==> src/rtl/dircc_avalon_st_packet_sender.sv <==
// Shared dircc packet types, and the Avalon-ST sender that serialises one
// packet_t into eight 32-bit beats with full source-side backpressure.
package dircc_types_pkg;

  typedef struct packed {
    logic [31:0] hw_addr;
    logic [15:0] sw_addr;
    logic [6:0]  port;
    logic        flag;
  } address_t;

  typedef struct packed {
    logic [15:0] reserved;
    address_t    dest_addr;
    address_t    src_addr;
    logic [31:0] lamport;
    logic [95:0] data;
  } packet_t;

endpackage

module dircc_avalon_st_packet_sender
  import dircc_types_pkg::*;
#(
  parameter int unsigned DATA_WIDTH       = 32,
  parameter int unsigned EMPTY_WIDTH      = 2,
  parameter int unsigned WORDS_PER_PACKET = 8
) (
  input  logic                   clk,
  input  logic                   reset_n,
  input  packet_t                packet_data,
  input  logic                   send_valid,
  output logic                   send_ready,
  output logic                   send_nearly_done,
  output logic                   send_done,
  output logic [DATA_WIDTH-1:0]  out_data,
  output logic                   out_valid,
  input  logic                   out_ready,
  output logic                   out_startofpacket,
  output logic                   out_endofpacket,
  output logic [EMPTY_WIDTH-1:0] out_empty
);

  localparam int unsigned IDX_W = $clog2(WORDS_PER_PACKET);
  localparam logic [IDX_W-1:0] LAST_IDX = IDX_W'(WORDS_PER_PACKET - 1);

  // The word map below is hard-wired to eight 32-bit beats.
  if (DATA_WIDTH != 32 || WORDS_PER_PACKET != 8) begin : g_param_check
    $error("dircc_avalon_st_packet_sender: only DATA_WIDTH=32 and WORDS_PER_PACKET=8 are supported");
  end

  typedef enum logic [0:0] {
    IDLE = 1'b0,
    SEND = 1'b1
  } state_t;

  state_t                state_q, state_d;
  logic [IDX_W-1:0]      idx_q, idx_d;
  packet_t               pkt_q, pkt_d;
  logic                  valid_d;
  logic                  done_d;
  logic                  sop_d;
  logic                  eop_d;
  logic [DATA_WIDTH-1:0] data_d;

  // Beat index to wire word, same order the receiver reassembles in.
  function automatic logic [31:0] word_sel(input packet_t p, input logic [IDX_W-1:0] i);
    logic [31:0] w;
    case (i)
      IDX_W'(0): w = p.dest_addr.hw_addr;
      IDX_W'(1): w = {p.dest_addr.sw_addr, p.dest_addr.port, p.dest_addr.flag, 8'h00};
      IDX_W'(2): w = p.src_addr.hw_addr;
      IDX_W'(3): w = {p.src_addr.sw_addr, p.src_addr.port, p.src_addr.flag, 8'h00};
      IDX_W'(4): w = p.lamport;
      IDX_W'(5): w = p.data[31:0];
      IDX_W'(6): w = p.data[63:32];
      default:   w = p.data[95:64];
    endcase
    return w;
  endfunction

  // Next-state and next-output logic.
  always_comb begin
    state_d = state_q;
    idx_d   = idx_q;
    pkt_d   = pkt_q;
    valid_d = out_valid;
    done_d  = 1'b0;

    case (state_q)
      IDLE: begin
        if (send_valid) begin
          pkt_d   = packet_data;
          idx_d   = '0;
          state_d = SEND;
          valid_d = 1'b1;
        end
      end
      SEND: begin
        if (out_valid && out_ready) begin
          if (idx_q == LAST_IDX) begin
            state_d = IDLE;
            idx_d   = '0;
            valid_d = 1'b0;
            done_d  = 1'b1;
          end else begin
            idx_d = idx_q + IDX_W'(1);
          end
        end
      end
      default: begin
        state_d = IDLE;
        idx_d   = '0;
        valid_d = 1'b0;
      end
    endcase

    // Output word/framing follow the next index, so they only move on a transfer.
    data_d = valid_d ? DATA_WIDTH'(word_sel(pkt_d, idx_d)) : '0;
    sop_d  = valid_d && (idx_d == '0);
    eop_d  = valid_d && (idx_d == LAST_IDX);
  end

  always_ff @(posedge clk) begin
    if (!reset_n) begin
      state_q           <= IDLE;
      idx_q             <= '0;
      pkt_q             <= '0;
      out_valid         <= 1'b0;
      out_data          <= '0;
      out_startofpacket <= 1'b0;
      out_endofpacket   <= 1'b0;
      send_ready        <= 1'b1;
      send_done         <= 1'b0;
    end else begin
      state_q           <= state_d;
      idx_q             <= idx_d;
      pkt_q             <= pkt_d;
      out_valid         <= valid_d;
      out_data          <= data_d;
      out_startofpacket <= sop_d;
      out_endofpacket   <= eop_d;
      send_ready        <= (state_d == IDLE);
      send_done         <= done_d;
    end
  end

  assign send_nearly_done = (state_q == SEND) && (idx_q == LAST_IDX) && out_valid;
  assign out_empty        = '0;

endmodule

==> config.mk <==
export PLATFORM = sky130hd
export DESIGN_NAME = dircc_avalon_st_packet_sender
export DESIGN_NICKNAME = d
export VERILOG_FILES = /design/src/rtl/dircc_avalon_st_packet_sender.sv
export SDC_FILE = /design/constraint.sdc
export NUM_CORES = 1
export LEC_CHECK = 0
export CAP_MARGIN = 20
export CORE_AREA = 10 10 166 168
export CTS_BUF_LIST = sky130_fd_sc_hd__clkbuf_4 sky130_fd_sc_hd__clkbuf_8 sky130_fd_sc_hd__clkbuf_16
export CTS_CLUSTER_SIZE = 28
export DETAILED_ROUTE_END_ITERATION = 8
export DIE_AREA = 0 0 176 178
export GPL_ROUTABILITY_DRIVEN = 0
export PLACE_DENSITY = 0.85
export SETUP_SLACK_MARGIN = 0.02
export SYNTH_ARGS = -nofsm -noshare
export SYNTH_HDL_FRONTEND = slang
export SYNTH_SLANG_ARGS = --single-unit
==> constraint.sdc <==
create_clock -name clk -period 6.7 [get_ports clk]
set_input_delay 0.67 -clock clk [delete_from_list [all_inputs] [get_ports clk]]
set_output_delay 0.67 -clock clk [all_outputs]
set_load 0.01 [all_outputs]
==> implementation parameters, run 1 <==
Parameter                              Value

CTS
  Maximum buffer depth of the clock tree ... 3
  H-Tree Depth ... 1
  Insertion delay to the later sink of the worst-skew pair ... 0.55 ns
  Clock-pin slew of the registers on the worst-case setup and hold paths ... 0.06 ns
  Number of sinks driven by the clock tree ... approximately 280
  Cts hold-fix bufs ... 0
  Number of buffers inserted to repair setup after CTS ... 0
  TritonCTS clock tree ... built
  Post-cts resize count ... 0
  Number of buffers created by CTS ... 30
  Clock tree root buffer cell ... sky130_fd_sc_hd__clkbuf_16

GRT
  Overall track demand over capacity in global routing ... between 20% and 30%
  Global-route wire length before repair ... 63.7 mm
  GRT Residual Overflow ... 0
  Initial antenna violation count ... 13
  Vias in the first global route ... 11601
  Largest net degree at the start of global routing ... approximately 160

Die
  Number of I/O pins ... 300
  Core area ... 24100 um2
  Die extent in x ... about 180 um
  Y dimension of the die ... roughly 180 um
  Number of cell rows ... 57
  Area enclosed by the die boundary ... between 30000 and 40000 um2
  Starting density of the core ... a little over half

Route
  Post-route DRC ... 0
  Average via count per standard cell ... 5.69
  Number of DRC markers in iteration 0 ... roughly 1200
  Detailed-route via count ... approximately 12000
  Routed wire per std cell ... between 20 and 25 um
  Detail Route Antenna Nets ... 0
  Pre-Repair DR Iteration Count ... 6
  Final wirelength ... 41.9 mm

Yosys
  Top flip-flop cell by instance count after synthesis ... sky130_fd_sc_hd__dfxtp_1
  Number of standard cells after synthesis ... about 1500
  Avg Cell Area, Syn ... approximately 8.5 um2
  Top area cells in the synthesized netlist ... sky130_fd_sc_hd__dfxtp_1, sky130_fd_sc_hd__nand2_1, sky130_fd_sc_hd__mux2i_1, sky130_fd_sc_hd__a21boi_0, sky130_fd_sc_hd__nor2b_1
  Register bit total from synthesis ... around 280
  Share of async-settable or async-resettable flops after synthesis ... 0%
  Post-synth design cell area ... 12900 um2
  Fraction of synthesized cell area taken by the top area cell type ... between 40% and 50%
  Number of library cell types mapped by synthesis ... between 50 and 60
  Sequential share of the synthesized area ... around 44%
  Number of flops mapped to enable cells by yosys ... 0
  Synthesis Warnings ... 0
  Top cell type by total area after synthesis ... sky130_fd_sc_hd__dfxtp_1

Power and ir drop
  PD cells ... roughly 240 nW/um2
  Maximum vdd ir drop ... around 180 uV
  Leakage power figure ... 6.39 nW

Timing
  Setup TNS after final layout ... 0 ns
  Max Transition Viols Final ... 0
  Slew Limit Headroom ... 26.3%
  Final number of setup-violating endpoints ... 0
  Endpoints failing hold ... 0
  Setup slack of the critical path after layout ... 3.04 ns
  Post-route clock skew ... 0.0102 ns
  Unrepaired setup endpoints after global routing ... no
  Transition time at the pin with the least slew margin ... between 1 and 1.5 ns
  Post-layout min period ... 3.66 ns
  Max Clock Freq ... between 200 and 300 MHz
  Final worst path period share ... a little over half

Critical path
  Crit path required time ... between 7 and 8 ns
  Nature of the critical path endpoint ... flip-flop
  Sort of element at the start of the critical path ... flip-flop
  Worst endpoint data arrival time ... 4.07 ns
  CP Class ... flip-flop to flip-flop
  Setup slack of the worst register-to-register path ... slightly above 3 ns
  Maximum fanout count along the critical path ... 49

Place
  DPL Wire Length ... between 20 and 30 mm
  Number of buffers inserted by port buffering ... between 200 and 300
  Post-placement worst setup slack ... 2.79 ns

Cells and area
  Syn-to-layout area delta ... 29.8%
  Share of final-layout standard cells stronger than drive strength 1 ... between 5 and 6%
  Number of nets at the end of the flow ... 1976

Min path
  Hold WC Path Type ... flip-flop to flip-flop

Job
  Max Cap Viol ... 0

Status
  Status ... completed
==> state kept, by name, summed over array words and instances (netlist names) <==
| signal | count |
|---|---|
| out_endofpacket | 1 |
| out_data | 32 |
| send_ready | 1 |
| send_done | 1 |
| state_q | 1 |
| pkt_q | 240 |
| out_valid | 1 |
| idx_q | 3 |
| out_startofpacket | 1 |
==> layer usage <==
| layer | track usage, % | up-vias | wire length [um] |
|---|---|---|---|
| met3 | 6.38 | 81 | 3640 |
| met5 | 0 | - | 26 |
| li1 | - | 5614 | - |
| met1 | 32.0 | 5608 | 17800 |
| met2 | 40.4 | 490 | 19300 |
| met4 | 9.78 | 4 | 1200 |
==> kinds of logic (layout without fill, tap and decap cells) <==
group | Yosys count | in the layout | synth area share [%]
simple gates | 620 | 620 | 21.0
fa+ha+maj | 2 | 2 | 0.194
compound gates | 349 | 349 | 20.0
other cells | 1 | 15 | 0.0291
buf+inv | 132 | 351 | 4.86
mux | 131 | 131 | 10.4
flops | 281 | 281 | 43.6
==> placed cells by master (no fill, tap or decap), types with 5 or more instances in the layout <==
cell type,count
sky130_fd_sc_hd__nor2_1,35
sky130_fd_sc_hd__nor3_1,17
sky130_fd_sc_hd__nor2b_1,72
sky130_fd_sc_hd__o22ai_1,11
sky130_fd_sc_hd__a221oi_2,5
sky130_fd_sc_hd__o221ai_1,15
sky130_fd_sc_hd__a211o_1,8
sky130_fd_sc_hd__a221oi_1,18
sky130_fd_sc_hd__and3_1,7
sky130_fd_sc_hd__clkbuf_8,6
sky130_fd_sc_hd__a211oi_1,25
sky130_fd_sc_hd__a21oi_1,39
sky130_fd_sc_hd__diode_2,13
sky130_fd_sc_hd__clkbuf_16,31
sky130_fd_sc_hd__and2_1,32
sky130_fd_sc_hd__a31oi_1,14
sky130_fd_sc_hd__a2bb2oi_1,6
sky130_fd_sc_hd__a32oi_1,16
sky130_fd_sc_hd__buf_4,11
sky130_fd_sc_hd__clkbuf_4,12
sky130_fd_sc_hd__a21boi_0,149
sky130_fd_sc_hd__mux2i_1,128
sky130_fd_sc_hd__o21ai_0,26
sky130_fd_sc_hd__clkdlybuf4s50_1,279
sky130_fd_sc_hd__dfxtp_1,280
sky130_fd_sc_hd__nand2_1,436
==> Yosys cell counts (3+ instances only) <==
library cell	count
sky130_fd_sc_hd__buf_1	5
sky130_fd_sc_hd__nor2_1	35
sky130_fd_sc_hd__o221ai_1	15
sky130_fd_sc_hd__dfxtp_1	281
sky130_fd_sc_hd__or4_1	3
sky130_fd_sc_hd__a32oi_1	16
sky130_fd_sc_hd__mux2i_1	128
sky130_fd_sc_hd__a31oi_1	14
sky130_fd_sc_hd__o22ai_1	11
sky130_fd_sc_hd__a221oi_2	5
sky130_fd_sc_hd__and2_1	32
sky130_fd_sc_hd__a211oi_1	25
sky130_fd_sc_hd__buf_4	14
sky130_fd_sc_hd__and3_1	7
sky130_fd_sc_hd__nand2_1	437
sky130_fd_sc_hd__o211ai_1	3
sky130_fd_sc_hd__o2bb2ai_1	3
sky130_fd_sc_hd__nor3_1	18
sky130_fd_sc_hd__a211o_1	9
sky130_fd_sc_hd__nor2b_1	72
sky130_fd_sc_hd__nand3_1	3
sky130_fd_sc_hd__clkbuf_1	66
sky130_fd_sc_hd__a21oi_1	39
sky130_fd_sc_hd__buf_2	41
sky130_fd_sc_hd__o21ai_0	26
sky130_fd_sc_hd__a2bb2oi_1	6
sky130_fd_sc_hd__a21boi_0	149
sky130_fd_sc_hd__a221oi_1	18
==> per-stage QoR <==
step	cells	power, mW	hold slack (ns)	area, um2	utilization [%]
5_1_grt	2068	4.21	0.485	16700	69.4
6_report	2073	4.07	0.463	16800	69.5
2_1_floorplan	1517	2.14	0.440	12900	-
3_5_place_dp	2005	2.40	0.459	15700	65.0
3_3_place_gp	2005	2.38	0.452	15700	65.0
4_1_cts	2059	4.07	0.468	16700	69.2
==> final cells by class <==
| type | count | area, um2 |
|---|---|---|
| repair buffers | 295 | 2960 |
| well taps | 324 | 405 |
| inverters | 2 | 7.51 |
| fillers | 1919 | 7350 |
| diodes | 13 | 32.5 |
| flip-flops and latches | 281 | 5630 |
| multi-input cells | 1104 | 6690 |
| clock inverters | 5 | 77.6 |
| clock buffers | 49 | 948 |
==> report_power, final <==
group          leakage [nW]  total, mW  switching, mW  internal, mW
registers              2.31       1.82         0.0545          1.77
logic                  3.57      0.549          0.265         0.284
clock network         0.517       1.70          0.660          1.04
total                  6.39       4.07          0.980          3.09
==> worst max-delay path: stages, from the launching register on <==
cell                       delay [ns]
sky130_fd_sc_hd__dfxtp_1         0.58
sky130_fd_sc_hd__ha_1            0.25
sky130_fd_sc_hd__ha_1            0.27
sky130_fd_sc_hd__and4_1          0.26
sky130_fd_sc_hd__a211oi_4        0.61
sky130_fd_sc_hd__buf_12          0.35
sky130_fd_sc_hd__nand2_1         0.41
sky130_fd_sc_hd__o221ai_1        0.60
sky130_fd_sc_hd__a32oi_1         0.17
==> final timing paths <==
kind	startpoint	end	cells after the start
min	pkt_q[42]	pkt_q[42]	2
max reg2reg	idx_q[1]	out_data[15]	8
min reg2reg	pkt_q[42]	pkt_q[42]	2
max	idx_q[1]	out_data[15]	8
No activity file was read; power rests on OpenSTA's default activity.
==> run 2, diff against run 1 <==
--- a/config.mk
+++ b/config.mk
@@ -6,13 +6,13 @@
 export NUM_CORES = 1
 export LEC_CHECK = 0
 export CAP_MARGIN = 20
-export CORE_AREA = 10 10 166 168
+export CORE_AREA = 10 10 179 181
 export CTS_BUF_LIST = sky130_fd_sc_hd__clkbuf_4 sky130_fd_sc_hd__clkbuf_8 sky130_fd_sc_hd__clkbuf_16
 export CTS_CLUSTER_SIZE = 28
 export DETAILED_ROUTE_END_ITERATION = 8
-export DIE_AREA = 0 0 176 178
+export DIE_AREA = 0 0 189 191
 export GPL_ROUTABILITY_DRIVEN = 0
-export PLACE_DENSITY = 0.85
+export PLACE_DENSITY = 0.77
 export SETUP_SLACK_MARGIN = 0.02
 export SYNTH_ARGS = -nofsm -noshare
 export SYNTH_HDL_FRONTEND = slang
==> constraint.sdc (replaced) <==
create_clock -name clk -period 3.1 [get_ports clk]
set_input_delay 0.31 -clock clk [delete_from_list [all_inputs] [get_ports clk]]
set_output_delay 0.31 -clock clk [all_outputs]
set_load 0.01 [all_outputs]
==> implementation parameters, run 2 (synthesis gave the netlist of run 1 again) <==
Parameter                              Value

Status
  Status ... completed

Die
  Number of I/O pins ... 300
  Starting density of the core ... 45.3%
  Y dimension of the die ... ~190 um
  Number of cell rows ... 62
  Die extent in x ... ~190 um
  Area enclosed by the die boundary ... ~36000 um2
  Core area ... roughly 28000 um2

Power and ir drop
  Internal Pwr Total ... ~6.4 mW
  Combinational fraction of design power ... ~14%
  Net switching power ... between 2 and 2.5 mW
  PD cells ... 502 nW/um2
  Leakage power figure ... between 6 and 7 nW
  Part of the total power dissipated in the clock network ... between 30% and 40%
  Maximum vdd ir drop ... 285 uV
  Share of total power consumed by net switching ... between 20% and 30%
  Flop pwr share ... between 40% and 50%

GRT
  Global-route wire length before repair ... approximately 65 mm
  Overall track demand over capacity in global routing ... between 20% and 30%
  GRT Residual Overflow ... 0
  Initial antenna violation count ... 15
  Largest net degree at the start of global routing ... around 130
  Vias in the first global route ... 11437

Critical path
  Sort of element at the start of the critical path ... flip-flop
  Slowest cell on the critical path ... sky130_fd_sc_hd__nor2_2
  Crit path required time ... between 3 and 4 ns
  Critical path launch point ... idx_q[0]
  Setup slack of the worst register-to-register path ... between 0.2 and 0.3 ns
  Worst flop-to-flop path startpoint ... idx_q[0]
  Worst endpoint data arrival time ... around 3.3 ns
  CP Class ... flip-flop to flip-flop
  Critical Path Most Common Cell ... sky130_fd_sc_hd__ha_1
  Endpoint of the most critical register-to-register path ... out_data[23]
  Cell depth of the worst flop-to-flop path ... 8
  Crit-path cells ... ha_1 > ha_1 > and4bb_4 > o21ai_4 > and2_1 > nor2_2 > o221ai_1 > a32oi_1
  CP peak stage delay ... approximately 0.52 ns
  Maximum fanout count along the critical path ... 14
  Nature of the critical path endpoint ... flip-flop

CTS
  Cts hold-fix bufs ... 0
  Number of buffers inserted to repair setup after CTS ... 0
  Number of buffers created by CTS ... 30
  Maximum buffer depth of the clock tree ... 3
  Clock-pin slew of the registers on the worst-case setup and hold paths ... 0.06 ns
  H-Tree Depth ... 1
  Post-cts resize count ... 0
  Insertion delay to the later sink of the worst-skew pair ... 0.56 ns
  Clock tree root buffer cell ... sky130_fd_sc_hd__clkbuf_16
  Number of sinks driven by the clock tree ... 281
  TritonCTS clock tree ... built

Route
  Final wirelength ... between 40 and 50 mm
  Post-route DRC ... 0
  Pre-Repair DR Iteration Count ... 6
  Detailed-route via count ... ~12000
  Average via count per standard cell ... approximately 5.4
  Number of DRC markers in iteration 0 ... between 1000 and 1500
  Detail Route Antenna Nets ... 0
  Routed wire per std cell ... slightly below 20 um

Timing
  Setup slack of the critical path after layout ... between 0.2 and 0.3 ns
  Endpoints failing hold ... 0
  Max Transition Viols Final ... 0
  Setup TNS after final layout ... 0 ns
  Post-route clock skew ... 0.0186 ns
  Min Hold Slack ... about 0.17 ns
  Transition time at the pin with the least slew margin ... about 1.1 ns
  Final worst path period share ... 91.6%
  Max Clock Freq ... between 300 and 400 MHz
  Final number of setup-violating endpoints ... 0
  Post-layout min period ... around 2.8 ns
  Slew Limit Headroom ... a little over a quarter
  Unrepaired setup endpoints after global routing ... no

Min path
  Destination of the worst hold path ... pkt_q[86]
  Hold WC Path Type ... input pin to flip-flop
  Number of stages on the worst hold path ... 2
  Hold path startpoint ... reset_n

Place
  Post-placement worst setup slack ... 0.177 ns
  DPL Wire Length ... between 30 and 40 mm
  Placed inst area ... between 15000 and 20000 um2
  Number of buffers inserted by port buffering ... about 280

Cells and area
  Share of final-layout standard cells stronger than drive strength 1 ... under 10%
  Largest registers ranked by flip-flop count ... pkt_q: 240 flops, out_data: 32 flops, idx_q: 3 flops
  Syn-to-layout area delta ... 31.8%
  Most common library cell in the layout ignoring fill and taps ... sky130_fd_sc_hd__nand2_1
  Max FFs per register ... 240
  Register with the most flip-flops ... pkt_q
  Post-route cell area ... around 17000 um2
  Number of nets at the end of the flow ... slightly above 2000
  Leading cell types in the layout, fill and taps excluded ... sky130_fd_sc_hd__nand2_1, sky130_fd_sc_hd__dfxtp_1, sky130_fd_sc_hd__clkdlybuf4s50_1
  Final Util ... between 50% and 60%

Job
  Max Cap Viol ... 0
## run 2: critical path: cells and delay by family, from the launching register on
kind            cells  cell delay [ns]
fa+ha+maj           2             0.43
flops               1             0.37
simple gates        3             1.14
compound gates      3             0.79
## run 2: final cells by class
class | instances | area (um2)
Clock inverter | 13 | 82.6
Clock buffer | 40 | 851
Tap cell | 384 | 480
Multi-Input combinational cell | 1104 | 6690
Antenna cell | 12 | 30.0
Inverter | 2 | 7.51
Sequential cell | 281 | 5630
Timing Repair Buffer | 331 | 3250
Fill cell | 2464 | 11500
## run 2: metal layers
layer	vias up	global-route usage [%]	share of wire (%)	routed length (um)
met1	5440	29.4	44	18800
met4	6	7.75	2.8	1190
met5	-	0	0.11	47
li1	5685	-	-	-
met3	81	5.96	8.6	3670
met2	472	34.4	44	18800
## run 2: worst max-delay path by stage
| stage | end | slack, ns | depth (start not counted) |
|---|---|---|---|
| floorplan | out_data[14] | 0.75 | 9 |
| global placement | out_data[1] | 0.21 | 7 |
| detailed placement | out_data[0] | 0.18 | 7 |
| CTS | out_data[23] | 0.31 | 9 |
| global route | out_data[0] | 0.11 | 8 |
| finish | out_data[23] | 0.26 | 8 |
## run 2: power groups by stage
stage | Combinational, mW | Sequential [mW] | Clock, mW
final | 1.23 | 3.93 | 3.38
after detailed placement | 1.22 | 4.00 | 0
after CTS | 1.22 | 3.93 | 3.43
after floorplan | 0.642 | 3.98 | 0
after global placement | 1.20 | 4.00 | 0
after global routing | 1.34 | 3.95 | 3.57
## run 2: per-stage QoR
stage / cells / total power [mW]
finish: 2167 / 8.54
global route: 2164 / 8.85
CTS: 2155 / 8.58
detailed placement: 2102 / 5.22
global placement: 2102 / 5.19
floorplan: 1517 / 4.62
